<file path="src/rtl/demux14_buf_pkg.sv">
// Shared definitions for the registered 1-to-N demultiplexer family.
package demux14_buf_pkg;

  localparam int NUM_CH = 4;
  localparam int SEL_W  = 2;

  function automatic logic [NUM_CH-1:0] sel_onehot(input logic [SEL_W-1:0] sel);
    sel_onehot      = '0;
    sel_onehot[sel] = 1'b1;
  endfunction

endpackage

</file>
<file path="src/rtl/demux14_buf_slot.sv">
// One output channel: a single-entry holding register with valid/ready and
// a wrapping delivered-word counter.
module demux_slot #(
  parameter int WIDTH = 32,
  parameter int CNT_W = 8
) (
  input  logic             clk,
  input  logic             rst,
  input  logic             load,
  input  logic [WIDTH-1:0] data_in,
  input  logic             ready,
  output logic             valid,
  output logic [WIDTH-1:0] data_out,
  output logic [CNT_W-1:0] count
);

  logic             valid_reg, valid_next;
  logic [WIDTH-1:0] data_reg, data_next;
  logic [CNT_W-1:0] count_reg, count_next;
  logic             drain;

  assign drain = valid_reg && ready;

  always_comb begin
    valid_next = valid_reg;
    data_next  = data_reg;
    count_next = count_reg;
    if (drain) begin
      valid_next = 1'b0;
      count_next = count_reg + CNT_W'(1);
    end
    // A load on the same edge as a drain refills the slot, keeping it valid.
    if (load) begin
      valid_next = 1'b1;
      data_next  = data_in;
    end
  end

  always_ff @(posedge clk or posedge rst) begin
    if (rst) begin
      valid_reg <= 1'b0;
      data_reg  <= '0;
      count_reg <= '0;
    end else begin
      valid_reg <= valid_next;
      data_reg  <= data_next;
      count_reg <= count_next;
    end
  end

  assign valid    = valid_reg;
  assign data_out = data_reg;
  assign count    = count_reg;

endmodule

</file>
<file path="src/rtl/demux14_buf.sv">
// Registered 1-to-4 demultiplexer: steers each accepted word into the
// holding slot chosen by in_sel; every channel drains independently.
module demux14_buf
  import demux14_buf_pkg::*;
#(
  parameter int WIDTH = 32,
  parameter int CNT_W = 8
) (
  input  logic                    clk,
  input  logic                    rst,
  input  logic                    in_valid,
  output logic                    in_ready,
  input  logic [SEL_W-1:0]        in_sel,
  input  logic [WIDTH-1:0]        in_data,
  output logic [NUM_CH-1:0]       out_valid,
  input  logic [NUM_CH-1:0]       out_ready,
  output logic [NUM_CH*WIDTH-1:0] out_data,
  output logic [NUM_CH*CNT_W-1:0] out_count
);

  logic [NUM_CH-1:0] sel_hot;
  logic [NUM_CH-1:0] load;

  // Readiness looks only at the addressed slot, so a stalled consumer never
  // blocks words headed elsewhere.
  assign in_ready = !out_valid[in_sel] || out_ready[in_sel];
  assign sel_hot  = sel_onehot(in_sel);
  assign load     = (in_valid && in_ready) ? sel_hot : '0;

  generate
    for (genvar gi = 0; gi < NUM_CH; gi++) begin : g_slot
      demux_slot #(
        .WIDTH(WIDTH),
        .CNT_W(CNT_W)
      ) u_slot (
        .clk     (clk),
        .rst     (rst),
        .load    (load[gi]),
        .data_in (in_data),
        .ready   (out_ready[gi]),
        .valid   (out_valid[gi]),
        .data_out(out_data[gi*WIDTH +: WIDTH]),
        .count   (out_count[gi*CNT_W +: CNT_W])
      );
    end
  endgenerate

endmodule
</file>
<file path="config.mk">
export PLATFORM = sky130hd
export DESIGN_NAME = demux14_buf
export DESIGN_NICKNAME = d
export VERILOG_FILES = /design/src/rtl/demux14_buf_pkg.sv /design/src/rtl/demux14_buf_slot.sv /design/src/rtl/demux14_buf.sv
export SDC_FILE = /design/constraint.sdc
export NUM_CORES = 1
export LEC_CHECK = 0
export CORE_ASPECT_RATIO = 1.1
export CORE_MARGIN = 10
export CORE_UTILIZATION = 46
export DETAILED_ROUTE_END_ITERATION = 16
export GPL_ROUTABILITY_DRIVEN = 0
export PLACE_DENSITY = 0.82
export SLEW_MARGIN = 20
export SYNTH_ARGS = -nofsm -noshare
export SYNTH_HDL_FRONTEND = slang
export SYNTH_HIERARCHICAL = 1
export SYNTH_SLANG_ARGS = --single-unit
</file>
<file path="constraint.sdc">
create_clock -name clk -period 1.7 [get_ports clk]
set_input_delay 0.34 -clock clk [delete_from_list [all_inputs] [get_ports clk]]
set_output_delay 0.34 -clock clk [all_outputs]
set_load 0.05 [all_outputs]
</file>
## After elaboration in Yosys (flattened, before gate mapping)

Cells that the tools add are included.
Widths: inputs -> output; s select.

| operators by class | value |
|---|---|
| multiplexer cells | 15 |
| reductions and logical operators | 12 |
| magnitude comparators | 2 |
| $add $sub $neg | 4 |

Operators with widths:

| cell | count |
|---|---|
| $add 8x1->8 const B | 4 |
| $mux 1 | 11 |
| $reduce_bool 2->1 | 4 |
| $logic_and 1x1->1 | 6 |
| $bmux 1 s2 | 2 |
| $mux 4 | 1 |
| $lt 2x3->1 const B | 1 |
| $demux 1 s2 | 1 |
| $ge 2x1->1 const B | 1 |
| $logic_not 1->1 | 1 |
| $logic_or 1x1->1 | 1 |

| word-level totals | value |
|---|---|
| output and inout bits | 165 |
| bits in registers | 164 |

## Longest topological paths before layout

Gate-level depths: netlist of the first run.

| depth | value |
|---|---|
| depth after elaboration | 7 |
| mapped depth | 5 |

## Cells and area by module

Netlist of the first run, hierarchy kept.

By module, submodules not included:

| module | area an instance (sq um) | times used | sequential area each (sq um) | cells each |
|---|---|---|---|---|
| demux_slot | 1577.8 | 4 | 1026.0 | 101 |
| demux14_buf | 101.3 | 1 | 0.0 | 9 |

## Worst setup path before layout of the first run

Ideal clock, no wire load.

| timing | value |
|---|---|
| path kind | register to register |
| start | register g_slot[0].u_slot.valid_reg |
| end | register g_slot[0].u_slot.data_reg[10] |
| buffers on the path | 2 |
| path slack | -0.089 ns |
| library setup time | 0.125 ns |
| period minus slack after synthesis | 1.789 ns |
| data arrival time | 1.664 ns |
| stages on the path, launching flop included | 6 |
| required time | 1.575 ns |
| path through | dfrtp_1 nand2b_1 nor4bb_1 buf_2 buf_2 mux2_2 |

| on the way | value |
|---|---|
| cells in the longest elaborated chain, start to end | 6 |

Ends and longest elaborated chain:

| item | line | RTL |
|---|---|---|
| start: declaration | demux14_buf_slot.sv:17 | `logic valid_reg, valid_next;` |
| start signal: assignment | demux14_buf_slot.sv:45 | `valid_reg <= valid_next;` |
| $bmux 1 s2 | demux14_buf.sv:26 | `assign in_ready = !out_valid[in_sel] \|\| out_ready[in_sel];` |
| $mux 1 (implied by the code) | demux14_buf.sv:26 |  |
| $logic_not 1->1 | demux14_buf.sv:26 |  |
| $logic_or 1x1->1 | demux14_buf.sv:26 |  |
| $logic_and 1x1->1 | demux14_buf.sv:28 | `assign load = (in_valid && in_ready) ? sel_hot : '0;` |
| $mux 4 | demux14_buf.sv:28 |  |
| named net load[0] | demux14_buf.sv:22 | `logic [NUM_CH-1:0] load;` |
| end signal: assignment | demux14_buf_slot.sv:46 | `data_reg <= data_next;` |
| end: declaration | demux14_buf_slot.sv:18 | `logic [WIDTH-1:0] data_reg, data_next;` |

The timed path passes the listed nets, and every way through them passes these cells. The select of a mux whose other input is x is not followed.
A chain may end at the register's enable or synchronous reset.

## Worst setup path in the final report of the first run

| timing | value |
|---|---|
| start | input in_sel[1] |
| end | output in_ready |

| on the way | value |
|---|---|
| cells in the longest elaborated chain, start to end | 4 |
| elaborated cells on any way between the ends | 6 |
| those cells by class | mux: 4; reduce/logical: 2 |

Ends and longest elaborated chain:

| item | line | RTL |
|---|---|---|
| start: declaration | demux14_buf.sv:13 | `input logic [SEL_W-1:0] in_sel,` |
| $bmux 1 s2 | demux14_buf.sv:26 |  |
| $mux 1 (implied by the code) | demux14_buf.sv:26 |  |
| $logic_not 1->1 | demux14_buf.sv:26 |  |
| $logic_or 1x1->1 (*) | demux14_buf.sv:26 |  |
| end: declaration | demux14_buf.sv:12 | `output logic in_ready,` |

Every way passes the cells marked *; elsewhere a longest branch is shown, timed or not. The select of a mux whose other input is x is not followed.

==> key figures, run 1 <==
Critical path
  • Cell family with most CP delay: buffers and inverters
  • Reg2reg start: g_slot[0].u_slot/valid
  • Reg2Reg Depth: 4
  • Startpoint type of the worst setup path: input port
  • CP cell instances: clkdlybuf4s50_1 > buf_4 > mux4_2 > buf_8
  • Crit path DAT: 1.56 ns
  • FF-to-FF End: g_slot[0].u_slot/data_out[15]
  • FF-to-FF setup slack: 0.11 ns
  • CP max-delay cell: clkdlybuf4s50_1
  • Crit path from: in_sel[1]
  • CP endpoint: in_ready
  • Delay of the slowest critical-path stage: 0.58 ns
  • Worst path bufs/invs: 3
  • CP Capture Type: output pin
  • Kind of critical path: in2out
  • Worst Path Required: 1.36 ns
  • Worst path depth: 4
  • Critical Path Fanout Max: 5

Clock tree
  • Max clock buf depth: 2
  • Post-CTS Setup Bufs: 0
  • H-tree levels: 4
  • Clock Pin Slew Worst Setup and Hold Paths: 0.06 ns
  • Clock root buffer: clkbuf_16
  • Clk_lat worst skew: 0.42 ns
  • CTS sink cnt: 164
  • CTS tree: built
  • CTS Buf Count: 17

Power and ir drop
  • Worst VDD drop: 920 uV
  • PwrDens: 1680 nW/um^2
  • Power, Total: 15.4 mW
  • LEAKAGE: 4.35 nW

Final layout
  • Commonest non-fill, non-tap cell in the layout: buf_4
  • Max reg flops: 128
  • N_diodes: 0
  • Area occupied by multi-input gates: 2220 um^2
  • Share of layout cells above drive strength 1: 57.4%
  • Fillers: 1,029
  • FF+latch area: 4110 um^2
  • Cell area after layout: 9160 um^2
  • Final Util: 66.7%
  • Area Overhead vs Synth: 42.9%
  • Final #Nets: 692
  • Most frequent cells in the layout: buf_4 (180), dfrtp_1 (160), mux2_2 (132), clkdlybuf4s50_1 (35), xor2_1 (20)

Yosys
  • Syn Area/Cell: 15.5 um^2
  • Cells after Synth: 413
  • Sequential cell area fraction in the yosys report: 64.0%
  • Xor/xnor cell area share of the yosys netlist: 3.82%
  • Main combinational cell family by area after synthesis: multiplexers
  • Mapped Area: 6410 um^2
  • Synth Area in Compound Gates: 0.468%
  • Post-Synth Adder-Cell Area: 0.780%
  • Multiplexer share of the synthesized area: 23.5%
  • Syn Nets: 458
  • Synthesized flop and latch total: 164
  • Post-synthesis simple-gate area fraction: 5.68%
  • Netlist cell types: 21
  • Synth Warn #: 6

Routing
  • WL/cell: 20.6 um
  • Post-route ant nets: 0
  • Via density: 4.95
  • Pre-Repair DR Iteration Count: 6
  • Vias: 4,183
  • Iteration-0 DRC count of the detailed router: 113
  • Final wirelength: 17,400 um
  • DR DRC count: 0

Floorplan
  • Die ar.: 19,100 um^2
  • Ports: 206
  • Row cnt: 45
  • Die Y-Extent: 144 um
  • Core area: 13,700 um^2
  • Initial cell density of the core: 46.7%
  • Die width: 133 um

Global routing
  • Largest net degree at the start of global routing: 24
  • GRT Overall Usage: 18.6%
  • Global-route wire length before repair: 27,500 um
  • Total gr overflow: 0
  • Initial antenna violation count: 0
  • Vias in the first global route: 4,785

Place
  • DP Wirelength: 13,500 um
  • Port Buf Inserts: 205
  • Placed inst area: 8550 um^2

STA
  • Slew Limit Fails: 0
  • Tmin final: 1.90 ns
  • RSZ-0062 raised after global routing: yes
  • Final period utilization: 112%
  • Fin. Hold Viols: 0
  • Endpoints failing setup: 1
  • Clock skew: 0.00538 ns
  • Worst slew margin: 73.0%
  • Final WS setup: -0.205 ns
  • Fmax: 525 MHz
  • Setup TNS: -0.205 ns
  • Worst-Margin Slew: 0.404 ns

Job
  • Max Cap Violations: 0

Status
  • Status: finished, violations left
  • Violated checks: negative setup slack

Hold path
  • Hold crit path type: in2async
## report_power, final
group | leakage [nW] | switching [mW] | internal, mW
clock network | 0.295 | 1.41 | 2.48
registers | 1.98 | 0.696 | 4.76
logic | 2.07 | 4.09 | 1.97
## per-layer routing
| metal | vias up | part of all wire [%] | routed length, um | GRT usage [%] |
|---|---|---|---|---|
| met5 | - | 0 | 0 | 0 |
| met4 | 0 | 1.8 | 318 | 7.18 |
| met3 | 22 | 6.0 | 1040 | 6.39 |
| met2 | 130 | 54 | 9380 | 33.0 |
| met1 | 2135 | 38 | 6670 | 20.0 |
| li1 | 1896 | - | - | - |
## cell type report
cell class | instances | area share [%]
multi-input combinational | 225 | 24.3
inverter | 8 | 0.328
clock buffer | 25 | 5.52
tap | 188 | 2.57
timing repair buffer | 231 | 21.4
sequential | 164 | 44.8
clock inverter | 4 | 1.04
## what timing repair did
item,CTS,global route
gates cloned,0,0
gates resized for setup,7,1
hold buffers,0,0
endpoints found under the setup margin,20,1
endpoints found under the hold margin,0,0
## logic make-up (layout without fill, tap and decap cells)
| kind of cell | count (synthesis) | count (layout) |
|---|---|---|
| muxes | 133 | 133 |
| xor gates and xnor gates | 28 | 28 |
| DFF | 164 | 164 |
| buffers and inverters | 24 | 268 |
| AOI/OAI and AO/OA | 4 | 4 |
| and+or+nand+nor | 56 | 56 |
| adders and majority gates | 4 | 4 |
## synthesized netlist by cell type
library cell    n  share of area, %
a21o_1          4              0.47
and4_1          1              0.14
and4b_1         2              0.31
buf_2          16               1.2
dfrtp_1       164                64
ha_1            4              0.78
inv_1           8              0.47
mux2_2        132                23
mux4_2          1              0.35
nand2_1        16              0.94
nand2_4         4              0.70
nand2b_1        2              0.20
nand2b_4        2              0.43
nand3_1         4              0.31
nand3_2         4              0.62
nor2_1          8              0.47
nor3_1          8              0.62
nor4_2          4              0.78
nor4bb_1        1              0.16
xnor2_1         8               1.1
xor2_1         20               2.7
## per-stage QoR
stage	cells	hold WS, ns	worst slack [ns]
after global routing	845	0.386	-0.246
after floorplan	413	0.492	0.0305
after global placement	816	0.459	-0.400
final	845	0.370	-0.205
after CTS	845	0.362	-0.231
after detailed placement	816	0.473	-0.488
## worst min path at each step
stage / start / to / slack, ns
final: rst / g_slot[2].u_slot/data_out[28] / 0.37
after global routing: rst / g_slot[2].u_slot/data_out[28] / 0.39
after CTS: rst / g_slot[2].u_slot/data_out[28] / 0.36
after detailed placement: g_slot[0].u_slot/count[7] / g_slot[0].u_slot/count[7] / 0.47
after global placement: g_slot[0].u_slot/count[7] / g_slot[0].u_slot/count[7] / 0.46
after floorplan: in_data[0] / g_slot[0].u_slot/data_out[0] / 0.49
Note: power is estimated with default switching activity, not from simulation.
==> run 2: changes to the inputs <==
--- a/config.mk
+++ b/config.mk
@@ -11,6 +11,7 @@
 export DETAILED_ROUTE_END_ITERATION = 16
 export GPL_ROUTABILITY_DRIVEN = 0
 export PLACE_DENSITY = 0.82
+export SKIP_LAST_GASP = 1
 export SLEW_MARGIN = 20
 export SYNTH_ARGS = -nofsm -noshare
 export SYNTH_HDL_FRONTEND = slang
==> results of run 2 <==
Same layout as run 1: the final DEF is identical, and so are final timing and power.
